--- src/rtl/core_types_pkg.sv ---
// Core-wide physical register file sizing shared by all PRF blocks.
package core_types_pkg;

    localparam int PRF_BANK_COUNT     = 4;
    localparam int LOG_PRF_BANK_COUNT = $clog2(PRF_BANK_COUNT);
    localparam int PRF_ENTRY_WIDTH    = 32;

endpackage

--- src/rtl/prf_bank_read_responder_pkg.sv ---
// Helpers for the PRF bank read responder.
package prf_bank_read_responder_pkg;

    import core_types_pkg::*;

    // Bank 0 entry 0 is the architectural zero register.
    function automatic logic is_zero_entry(input logic [LOG_PRF_BANK_COUNT-1:0] bank,
                                           input logic index_is_zero);
        return (bank == '0) && index_is_zero;
    endfunction

endpackage

--- src/rtl/prf_bank_read_responder_rr_arbiter.sv ---
// Combinational round-robin arbiter: nearest valid requester at or above ptr wins.
module rr_arbiter #(
    parameter int N     = 4,
    parameter int LOG_N = (N > 1) ? $clog2(N) : 1
) (
    input  logic [N-1:0]     req,
    input  logic [LOG_N-1:0] ptr,
    output logic [N-1:0]     grant,
    output logic [LOG_N-1:0] grant_index,
    output logic             grant_valid
);

    int cand;

    // Walk from the farthest candidate inward so the nearest one overrides.
    always_comb begin
        grant       = '0;
        grant_index = '0;
        grant_valid = 1'b0;
        cand        = 0;
        for (int off = N - 1; off >= 0; off--) begin
            cand = int'(ptr) + off;
            if (cand >= N) cand = cand - N;
            if (req[LOG_N'(cand)]) begin
                grant                   = '0;
                grant[LOG_N'(cand)]     = 1'b1;
                grant_index             = LOG_N'(cand);
                grant_valid             = 1'b1;
            end
        end
    end

endmodule

--- src/rtl/prf_bank_read_responder_wrapper.sv ---
// Synthesis wrapper: flops every port around prf_bank_read_responder for timing runs.
module prf_bank_read_responder_wrapper
    import core_types_pkg::*;
#(
    parameter int REQUESTER_COUNT  = 4,
    parameter int BANK_ENTRIES     = 32,
    parameter int LOG_BANK_ENTRIES = $clog2(BANK_ENTRIES),
    parameter int BANK_INDEX       = 0
) (
    input  logic                                             CLK,
    input  logic                                             nRST,
    input  logic [REQUESTER_COUNT-1:0]                       read_req_valid_by_rq,
    input  logic [REQUESTER_COUNT-1:0][LOG_BANK_ENTRIES-1:0] read_req_index_by_rq,
    output logic [REQUESTER_COUNT-1:0]                       read_req_ack_by_rq,
    output logic [REQUESTER_COUNT-1:0]                       reg_read_resp_valid_by_rq,
    output logic [PRF_ENTRY_WIDTH-1:0]                       reg_read_resp_data,
    input  logic                                             write_valid,
    input  logic [LOG_BANK_ENTRIES-1:0]                      write_index,
    input  logic [PRF_ENTRY_WIDTH-1:0]                       write_data,
    output logic                                             bus_forward_valid,
    output logic [PRF_ENTRY_WIDTH-1:0]                       bus_forward_data
);

    logic [REQUESTER_COUNT-1:0]                       q_req_valid;
    logic [REQUESTER_COUNT-1:0][LOG_BANK_ENTRIES-1:0] q_req_index;
    logic                                             q_write_valid;
    logic [LOG_BANK_ENTRIES-1:0]                      q_write_index;
    logic [PRF_ENTRY_WIDTH-1:0]                       q_write_data;
    logic [REQUESTER_COUNT-1:0]                       core_ack;
    logic [REQUESTER_COUNT-1:0]                       core_resp_valid;
    logic [PRF_ENTRY_WIDTH-1:0]                       core_resp_data;
    logic                                             core_fwd_valid;
    logic [PRF_ENTRY_WIDTH-1:0]                       core_fwd_data;

    prf_bank_read_responder #(
        .REQUESTER_COUNT  (REQUESTER_COUNT),
        .BANK_ENTRIES     (BANK_ENTRIES),
        .LOG_BANK_ENTRIES (LOG_BANK_ENTRIES),
        .BANK_INDEX       (BANK_INDEX)
    ) u_core (
        .CLK                       (CLK),
        .nRST                      (nRST),
        .read_req_valid_by_rq      (q_req_valid),
        .read_req_index_by_rq      (q_req_index),
        .read_req_ack_by_rq        (core_ack),
        .reg_read_resp_valid_by_rq (core_resp_valid),
        .reg_read_resp_data        (core_resp_data),
        .write_valid               (q_write_valid),
        .write_index               (q_write_index),
        .write_data                (q_write_data),
        .bus_forward_valid         (core_fwd_valid),
        .bus_forward_data          (core_fwd_data)
    );

    always_ff @(posedge CLK or negedge nRST) begin
        if (!nRST) begin
            q_req_valid               <= '0;
            q_req_index               <= '0;
            q_write_valid             <= 1'b0;
            q_write_index             <= '0;
            q_write_data              <= '0;
            read_req_ack_by_rq        <= '0;
            reg_read_resp_valid_by_rq <= '0;
            reg_read_resp_data        <= '0;
            bus_forward_valid         <= 1'b0;
            bus_forward_data          <= '0;
        end else begin
            q_req_valid               <= read_req_valid_by_rq;
            q_req_index               <= read_req_index_by_rq;
            q_write_valid             <= write_valid;
            q_write_index             <= write_index;
            q_write_data              <= write_data;
            read_req_ack_by_rq        <= core_ack;
            reg_read_resp_valid_by_rq <= core_resp_valid;
            reg_read_resp_data        <= core_resp_data;
            bus_forward_valid         <= core_fwd_valid;
            bus_forward_data          <= core_fwd_data;
        end
    end

endmodule

--- src/rtl/prf_bank_read_responder.sv ---
// One PRF bank: round-robin shared read port with write bypass and writeback echo.
module prf_bank_read_responder
    import core_types_pkg::*;
    import prf_bank_read_responder_pkg::*;
#(
    parameter int REQUESTER_COUNT  = 4,
    parameter int BANK_ENTRIES     = 32,
    parameter int LOG_BANK_ENTRIES = $clog2(BANK_ENTRIES),
    parameter int BANK_INDEX       = 0
) (
    input  logic                                             CLK,
    input  logic                                             nRST,
    input  logic [REQUESTER_COUNT-1:0]                       read_req_valid_by_rq,
    input  logic [REQUESTER_COUNT-1:0][LOG_BANK_ENTRIES-1:0] read_req_index_by_rq,
    output logic [REQUESTER_COUNT-1:0]                       read_req_ack_by_rq,
    output logic [REQUESTER_COUNT-1:0]                       reg_read_resp_valid_by_rq,
    output logic [PRF_ENTRY_WIDTH-1:0]                       reg_read_resp_data,
    input  logic                                             write_valid,
    input  logic [LOG_BANK_ENTRIES-1:0]                      write_index,
    input  logic [PRF_ENTRY_WIDTH-1:0]                       write_data,
    output logic                                             bus_forward_valid,
    output logic [PRF_ENTRY_WIDTH-1:0]                       bus_forward_data
);

    localparam int LOG_RQ = (REQUESTER_COUNT > 1) ? $clog2(REQUESTER_COUNT) : 1;
    localparam logic [LOG_PRF_BANK_COUNT-1:0] BANK_ID = LOG_PRF_BANK_COUNT'(BANK_INDEX);

    logic [PRF_ENTRY_WIDTH-1:0] entries [BANK_ENTRIES];
    logic [LOG_RQ-1:0]          rr_ptr;
    logic [REQUESTER_COUNT-1:0] grant;
    logic [LOG_RQ-1:0]          grant_index;
    logic                       grant_valid;
    logic [LOG_BANK_ENTRIES-1:0] read_index;
    logic [PRF_ENTRY_WIDTH-1:0] read_data;
    logic                       write_blocked;

    rr_arbiter #(
        .N     (REQUESTER_COUNT),
        .LOG_N (LOG_RQ)
    ) u_rr_arbiter (
        .req         (read_req_valid_by_rq),
        .ptr         (rr_ptr),
        .grant       (grant),
        .grant_index (grant_index),
        .grant_valid (grant_valid)
    );

    assign read_req_ack_by_rq = grant;

    // Same-cycle writeback wins over the stored entry; the zero register wins over both.
    always_comb begin
        read_index    = read_req_index_by_rq[grant_index];
        write_blocked = is_zero_entry(BANK_ID, write_index == '0);
        if (is_zero_entry(BANK_ID, read_index == '0)) begin
            read_data = '0;
        end else if (write_valid && (write_index == read_index)) begin
            read_data = write_data;
        end else begin
            read_data = entries[read_index];
        end
    end

    always_ff @(posedge CLK or negedge nRST) begin
        if (!nRST) begin
            rr_ptr                    <= '0;
            reg_read_resp_valid_by_rq <= '0;
            reg_read_resp_data        <= '0;
        end else begin
            reg_read_resp_valid_by_rq <= grant;
            if (grant_valid) begin
                reg_read_resp_data <= read_data;
                if (grant_index == LOG_RQ'(REQUESTER_COUNT - 1)) begin
                    rr_ptr <= '0;
                end else begin
                    rr_ptr <= grant_index + 1'b1;
                end
            end
        end
    end

    always_ff @(posedge CLK or negedge nRST) begin
        if (!nRST) begin
            for (int i = 0; i < BANK_ENTRIES; i++) begin
                entries[i] <= '0;
            end
        end else if (write_valid && !write_blocked) begin
            entries[write_index] <= write_data;
        end
    end

    // The echo is taken for every write, including the discarded zero-register one.
    always_ff @(posedge CLK or negedge nRST) begin
        if (!nRST) begin
            bus_forward_valid <= 1'b0;
            bus_forward_data  <= '0;
        end else begin
            bus_forward_valid <= write_valid;
            if (write_valid) begin
                bus_forward_data <= write_data;
            end
        end
    end

endmodule

--- config.mk ---
export PLATFORM = sky130hd
export DESIGN_NAME = prf_bank_read_responder_wrapper
export DESIGN_NICKNAME = d
export VERILOG_FILES = /design/src/rtl/core_types_pkg.sv /design/src/rtl/prf_bank_read_responder_pkg.sv /design/src/rtl/prf_bank_read_responder_rr_arbiter.sv /design/src/rtl/prf_bank_read_responder_wrapper.sv /design/src/rtl/prf_bank_read_responder.sv
export SDC_FILE = /design/constraint.sdc
export NUM_CORES = 2
export LEC_CHECK = 0
export CORE_MARGIN = 5
export CORE_UTILIZATION = 56
export CTS_CLUSTER_DIAMETER = 200
export CTS_CLUSTER_SIZE = 10
export DETAILED_ROUTE_END_ITERATION = 8
export PLACE_DENSITY = 0.76
export SETUP_SLACK_MARGIN = 0.4
export SYNTH_ARGS = -nofsm -noshare
export SYNTH_HDL_FRONTEND = slang
export SYNTH_SLANG_ARGS = --single-unit
--- constraint.sdc ---
create_clock -name CLK -period 4.4 [get_ports CLK]
set_clock_uncertainty 0.2 [all_clocks]
set_input_delay 0.88 -clock CLK [delete_from_list [all_inputs] [get_ports CLK]]
set_output_delay 0.88 -clock CLK [all_outputs]
set_load 0.03 [all_outputs]
# After elaboration in Yosys (flattened, before gate mapping)
# Cells that the tools add are included.
# W data, S select, Z words.
[classes]
add_sub_neg = 8
mul = 0
div_mod_pow = 0
n_lt_le_gt_ge = 16
n_eq_ne = 2
shifts = 0
muxes = 47
bitwise = 2
reduce_logical = 10
[op_table]
columns = ["operator", "count"]
rows = [
  ["$bwmux W1024", 1],
  ["$bmux W32 S5", 1],
  ["$demux W32 S5", 1],
  ["$mux W32", 5],
  ["$mux W2", 9],
  ["$lt A2 B4 Y1 const B", 4],
  ["$mux W1", 16],
  ["$mux W4", 4],
  ["$ge A6 B6 Y1 const B", 2],
  ["$not A5 Y6", 2],
  ["$bmux W5 S2", 1],
  ["$logic_not A5 Y1", 2],
  ["$ge A3 B3 Y1 const B", 3],
  ["$bmux W1 S2", 4],
  ["$demux W1 S2", 4],
  ["$ge A2 B1 Y1 const B", 4],
  ["$sub A2 B1 Y2 const B", 4],
  ["$logic_and A1 B1 Y1", 7],
  ["$add A2 B2 Y3 const B", 2],
  ["$lt A6 B1 Y1 const B", 1],
  ["$eq A5 B5 Y1", 1],
  ["$mux W5", 1],
  ["$add A2 B1 Y3 const B", 1],
  ["$ge A2 B3 Y1 const B", 1],
  ["4 further kinds", 4],
]
[word_totals]
reg_bits = 1226
latchBits = 0
ramBits = 0
rom_bits = 0
inputBits = 64
out_inout_bits = 73
elab_cells = 134
mem_count = 0

# Longest topological paths before layout
[logic_depth]
depth_word = 18
depth_mapped = 18
mapped_depth_nobuf = 12

# Cells and area by module
# Synthesis repeated with hierarchy kept, for this count alone.
[unflattened]
cells_unflattened = 4314
area_unflattened_um2 = 53750.3
[by_module_without_submodules]
columns = ["mod", "n_inst", "cells_per_inst", "area_per_inst_um2"]
rows = [
  ["prf_bank_read_responder", 1, 4126, 49909.1],
  ["prf_bank_read_responder_wrapper", 1, 135, 3378.2],
  ["rr_arbiter", 1, 53, 462.9],
]

# Least setup slack after synthesis
# Ideal clock, no wire load.
[synth_path]
path_kind = "register -> register"
from = "register u_core.rr_ptr[0]"
to = "register u_core.reg_read_resp_data[0]"
setup_ps = 126
t_arrival_ps = 3874
t_required_ps = 4074
setup_slack_ps = 200
path_stages_with_launch = 15
path_buffers = 5
path_cell_list = "dfrtp_1 > buf_2 > inv_1 > ha_1 > buf_2 > clkbuf_1 > nand4_1 > and3_1 > buf_2 > mux2i_2 > clkbuf_1 > mux4_2 > a2111oi_0 > o22ai_1 > a221o_1"
[synth_via]
elab_chain_len = 18
word_cells_on_any_way = 46
classes_between = "7 x add/sub; 4 x order compare; 1 x eq/ne; 31 x mux; 1 x bitwise; 2 x reduce/logical"
[synth_lines]
columns = ["item", "line_no", "rtl"]
rows = [
  ["start: declaration", "prf_bank_read_responder.sv:29", "logic [LOG_RQ-1:0] rr_ptr;"],
  ["start signal: assignment", "prf_bank_read_responder.sv:75", "rr_ptr <= grant_index + 1'b1;"],
  ["$add A2 B2 Y3", "prf_bank_read_responder_rr_arbiter.sv:22", "cand = int'(ptr) + off;"],
  ["$ge A3 B3 Y1 or $sub A2 B1 Y2 (tied branches)", "prf_bank_read_responder_rr_arbiter.sv:23", "if (cand >= N) cand = cand - N;"],
  ["$mux W2", "prf_bank_read_responder_rr_arbiter.sv:23", ""],
  ["$bmux W1 S2", "prf_bank_read_responder_rr_arbiter.sv:24", "if (req[LOG_N'(cand)]) begin"],
  ["$mux W1 (not written as such) (2 in a row)", "prf_bank_read_responder_rr_arbiter.sv:24", ""],
  ["$mux W2 (4 in a row)", "prf_bank_read_responder_rr_arbiter.sv:24", ""],
  ["$bmux W5 S2", "prf_bank_read_responder.sv:52", "read_index = read_req_index_by_rq[grant_index];"],
  ["$mux W5 (not written as such)", "prf_bank_read_responder.sv:52", ""],
  ["$not A5 Y6 (not written as such)", "prf_bank_read_responder.sv:59", "read_data = entries[read_index];"],
  ["$bmux W32 S5", "prf_bank_read_responder.sv:59", ""],
  ["$mux W32 (not written as such) (2 in a row)", "prf_bank_read_responder.sv:59", ""],
  ["$mux W32", "prf_bank_read_responder.sv:56", "end else if (write_valid && (write_index == read_index)) begin"],
  ["$mux W32", "prf_bank_read_responder.sv:54", "if (is_zero_entry(BANK_ID, read_index == '0)) begin"],
  ["end signal: assignment", "prf_bank_read_responder.sv:71", "reg_read_resp_data <= read_data;"],
  ["end: declaration", "prf_bank_read_responder.sv:17", "output logic [PRF_ENTRY_WIDTH-1:0] reg_read_resp_data,"],
]
# Several ways; a longest one is shown, not always the timed one. The select of a mux whose other input is x is not followed.
# A chain may end at the register's enable or synchronous reset.

# Worst setup path after layout
[layout_path]
from = "register u_core.rr_ptr[0]"
to = "register u_core.reg_read_resp_data[3]"
# The elaborated chain is that of the path after synthesis.

==> run metrics <==
global route overflow 0; maximum resistive drop on vdd 0.000628 V; Startpoint Class register; antenna violations before repair 4; Via Count 34.6k; worst path cell trace inv_2, ha_4, buf_4, o32a_4, and3_4, a311oi_4, a21oi_4, buf_12, buf_6, buf_16, xnor2_1, nand4_1, or3_4, nor2_4, buf_12, a221o_1; number of max-cap violations 0; fraction of synthesis flops using an asynchronous set or reset pin 100%; utilization after layout 65.4%; Final WS setup 418 ps; actual transition at the worst max-transition pin 1320 ps; outcome finished, final reports clean; Syn Nets 4,106; Final setup viols 0; endpoint arrival time on the critical path 4440 ps; number of clock buffers inserted by TritonCTS 140; leading cell type in the layout, fill and taps excluded dfrtp_1; starting utilization of the core area 56.5%; initial drt markers 3,439; Post-synth EDFFs 0; clk root buf clkbuf_16; final-report max-slew violation count 0; remaining max-slew budget at the tightest pin 11.9%; number of distinct library cells after synthesis 65; leakage power total 28.5 nW; share of the clock period used by the worst path after layout 90.5%; Clock H-tree levels 4; pin count of the biggest net entering global routing 131; Die W 320 um; instance count of the mapped netlist 4,034; vias in the first global route 34.9k; final wirelength 148,000 um; wire length per cell 27.5 um; cell total after placement 5,177; number of hold-slack violations in the final timing report 0; Post-layout nets 4,190; per-cell via count in the routed design 6.40; count of state elements after synthesis 1,226; share of final-layout standard cells stronger than drive strength 1 36.8%; wire length of the first global-routing pass 223,000 um; Avg Inst Size Synth 13.4 um2; I/O Pins 137; power density of the placed cells 708 mW/mm2; worst hold path type reg2reg; Achievable Freq 251 MHz; placed wire-length estimate after detailed placement 81,000 um; min cycle time layout 3980 ps; commonest cells after routing, fill and taps aside dfrtp_1 (1,223), mux2_2 (1,028), nand2_1 (384); Syn-to-layout area delta 15.7%; number of DRC violations after detailed routing 0; Yosys Warn Count 0; clock slew seen by the registers of the worst setup and hold paths 50 ps; Cell Count, Final, Fillers Out 5,401; CP Capture Type register; clk_lat worst skew 750 ps; placeable core area 0.0953 mm2; Top cell by count, worst path buf_12; register area share after synthesis 56.9%; Overall Global Routing Usage 28.4%; ys flop type dfrtp_1; setup TNS 0 ps; Port Buf Inserts 136; height of the die 320 um; unrepaired setup endpoints after global routing yes; Clock Tree Buf Depth 3; clock tree from TritonCTS done; # clock sinks 1,226; Cell Rows 113; RD Place Congestion 0.824; post-synth design cell area 0.0539 mm2; peak fanout along the critical path 21; die area 0.103 mm2; Setup Slack @ Placement -50.3 ps; Slowest-stage cell, CP or3_4; critical path start-end classification reg2reg; 1st-pass router iterations 7; biggest cell delay along the critical path 470 ps; ANT nets after route 0; Required @ worst endpoint 4860 ps
## worst paths after layout
| kind | start | slack [ps] | to | depth (start not counted) |
|---|---|---|---|---|
| min in group asynchronous | nRST | 520 | u_core.bus_forward_data[21] | 2 |
| worst min-delay path | u_core.bus_forward_valid | 160 | bus_forward_valid | 0 |
| worst max-delay path | u_core.rr_ptr[0] | 420 | u_core.reg_read_resp_data[3] | 16 |
| max in group asynchronous | nRST | 2260 | bus_forward_data[4] | 4 |
| worst min register to register | u_core.bus_forward_valid | 160 | bus_forward_valid | 0 |
| worst max register to register | u_core.rr_ptr[0] | 420 | u_core.reg_read_resp_data[3] | 16 |
## cell families after synthesis
group | after synthesis | share of synthesized area (%)
AO/OA/AOI/OAI | 331 | 4.41
XOR/XNOR | 6 | 0.0975
adder cells (fa/ha/maj) | 8 | 0.186
buffers and inverters | 393 | 2.97
flip-flops | 1226 | 56.9
multiplexers | 1460 | 30.5
AND/OR/NAND/NOR | 610 | 4.90
## per-stage QoR
| stage | instance area, um2 | hold slack [ps] | power (W) |
|---|---|---|---|
| 4_1_cts | 61700 | 158 | 0.0428 |
| 3_5_place_dp | 57000 | 147 | 0.0308 |
| 6_report | 62300 | 161 | 0.0442 |
| 2_1_floorplan | 53900 | 131 | 0.0256 |
| 3_3_place_gp | 57000 | 134 | 0.0305 |
| 5_1_grt | 62300 | 169 | 0.0459 |
## cell usage after synthesis, types with 9 or more instances
cell type / count / share of area [%]
a21oi_1: 76 / 0.71
mux2i_1: 383 / 7.1
a31oi_1: 31 / 0.36
o22ai_1: 64 / 0.74
nor2_1: 36 / 0.25
nand2_1: 400 / 2.8
dfrtp_1: 1226 / 57
a2111oi_0: 29 / 0.47
o211ai_1: 32 / 0.45
buf_2: 69 / 0.64
buf_1: 62 / 0.43
nand2b_1: 9 / 0.10
clkbuf_1: 250 / 1.7
mux4_2: 39 / 1.6
a221o_1: 31 / 0.58
and2_1: 33 / 0.38
o2111ai_1: 31 / 0.50
mux2_2: 1031 / 22
nand3_1: 97 / 0.90
## sequential cells by signal, summed over array words and instances, names as in the netlist, 5 cells and up
name,cells
u_core.reg_read_resp_data,32
q_req_index,20
bus_forward_data,32
q_write_data,32
u_core.bus_forward_data,32
reg_read_resp_data,32
u_core.entries,1024
q_write_index,5
## report_power, final
part           internal, W  switching, W
Sequential          0.0135       0.00132
Clock              0.00586       0.00438
Combinational      0.00881        0.0103
## area by class of cell
class	instances	area, um2
Clock buffer	146	3610
Antenna cell	2	5.00
Clock inverter	12	194
Tap cell	1265	1580
Inverter	6	22.5
Sequential cell	1226	30700
Timing Repair Buffer	327	3780
Fill cell	6703	33000
Multi-Input combinational cell	2417	22500
## critical path, delay by kind of cell (launching register included)
| family | cells | cell delay, ps |
|---|---|---|
| buffers and inverters | 6 | 920 |
| xor gates and xnor gates | 1 | 140 |
| AOI/OAI and AO/OA | 4 | 1050 |
| and+or+nand+nor | 4 | 940 |
| adders and majority gates | 1 | 220 |
| DFF | 1 | 410 |
## per-layer routing
metal | routed length, um | global-route usage [%] | vias to the layer above
met5 | 11 | 0 | -
met4 | 6680 | 11.8 | 2
met3 | 12500 | 6.17 | 387
met2 | 66500 | 42.3 | 1535
met1 | 62600 | 41.2 | 18100
li1 | - | - | 14500
## what timing repair did
item	4_1_cts	5_1_grt
setup endpoints to repair	32	32
pin swaps	10	21
cloned	9	7
buffers inserted	29	18
hold buffers	1	0
endpoints found under the hold margin	75	0
resized for setup	77	57
(Power assumes the default switching activity.)
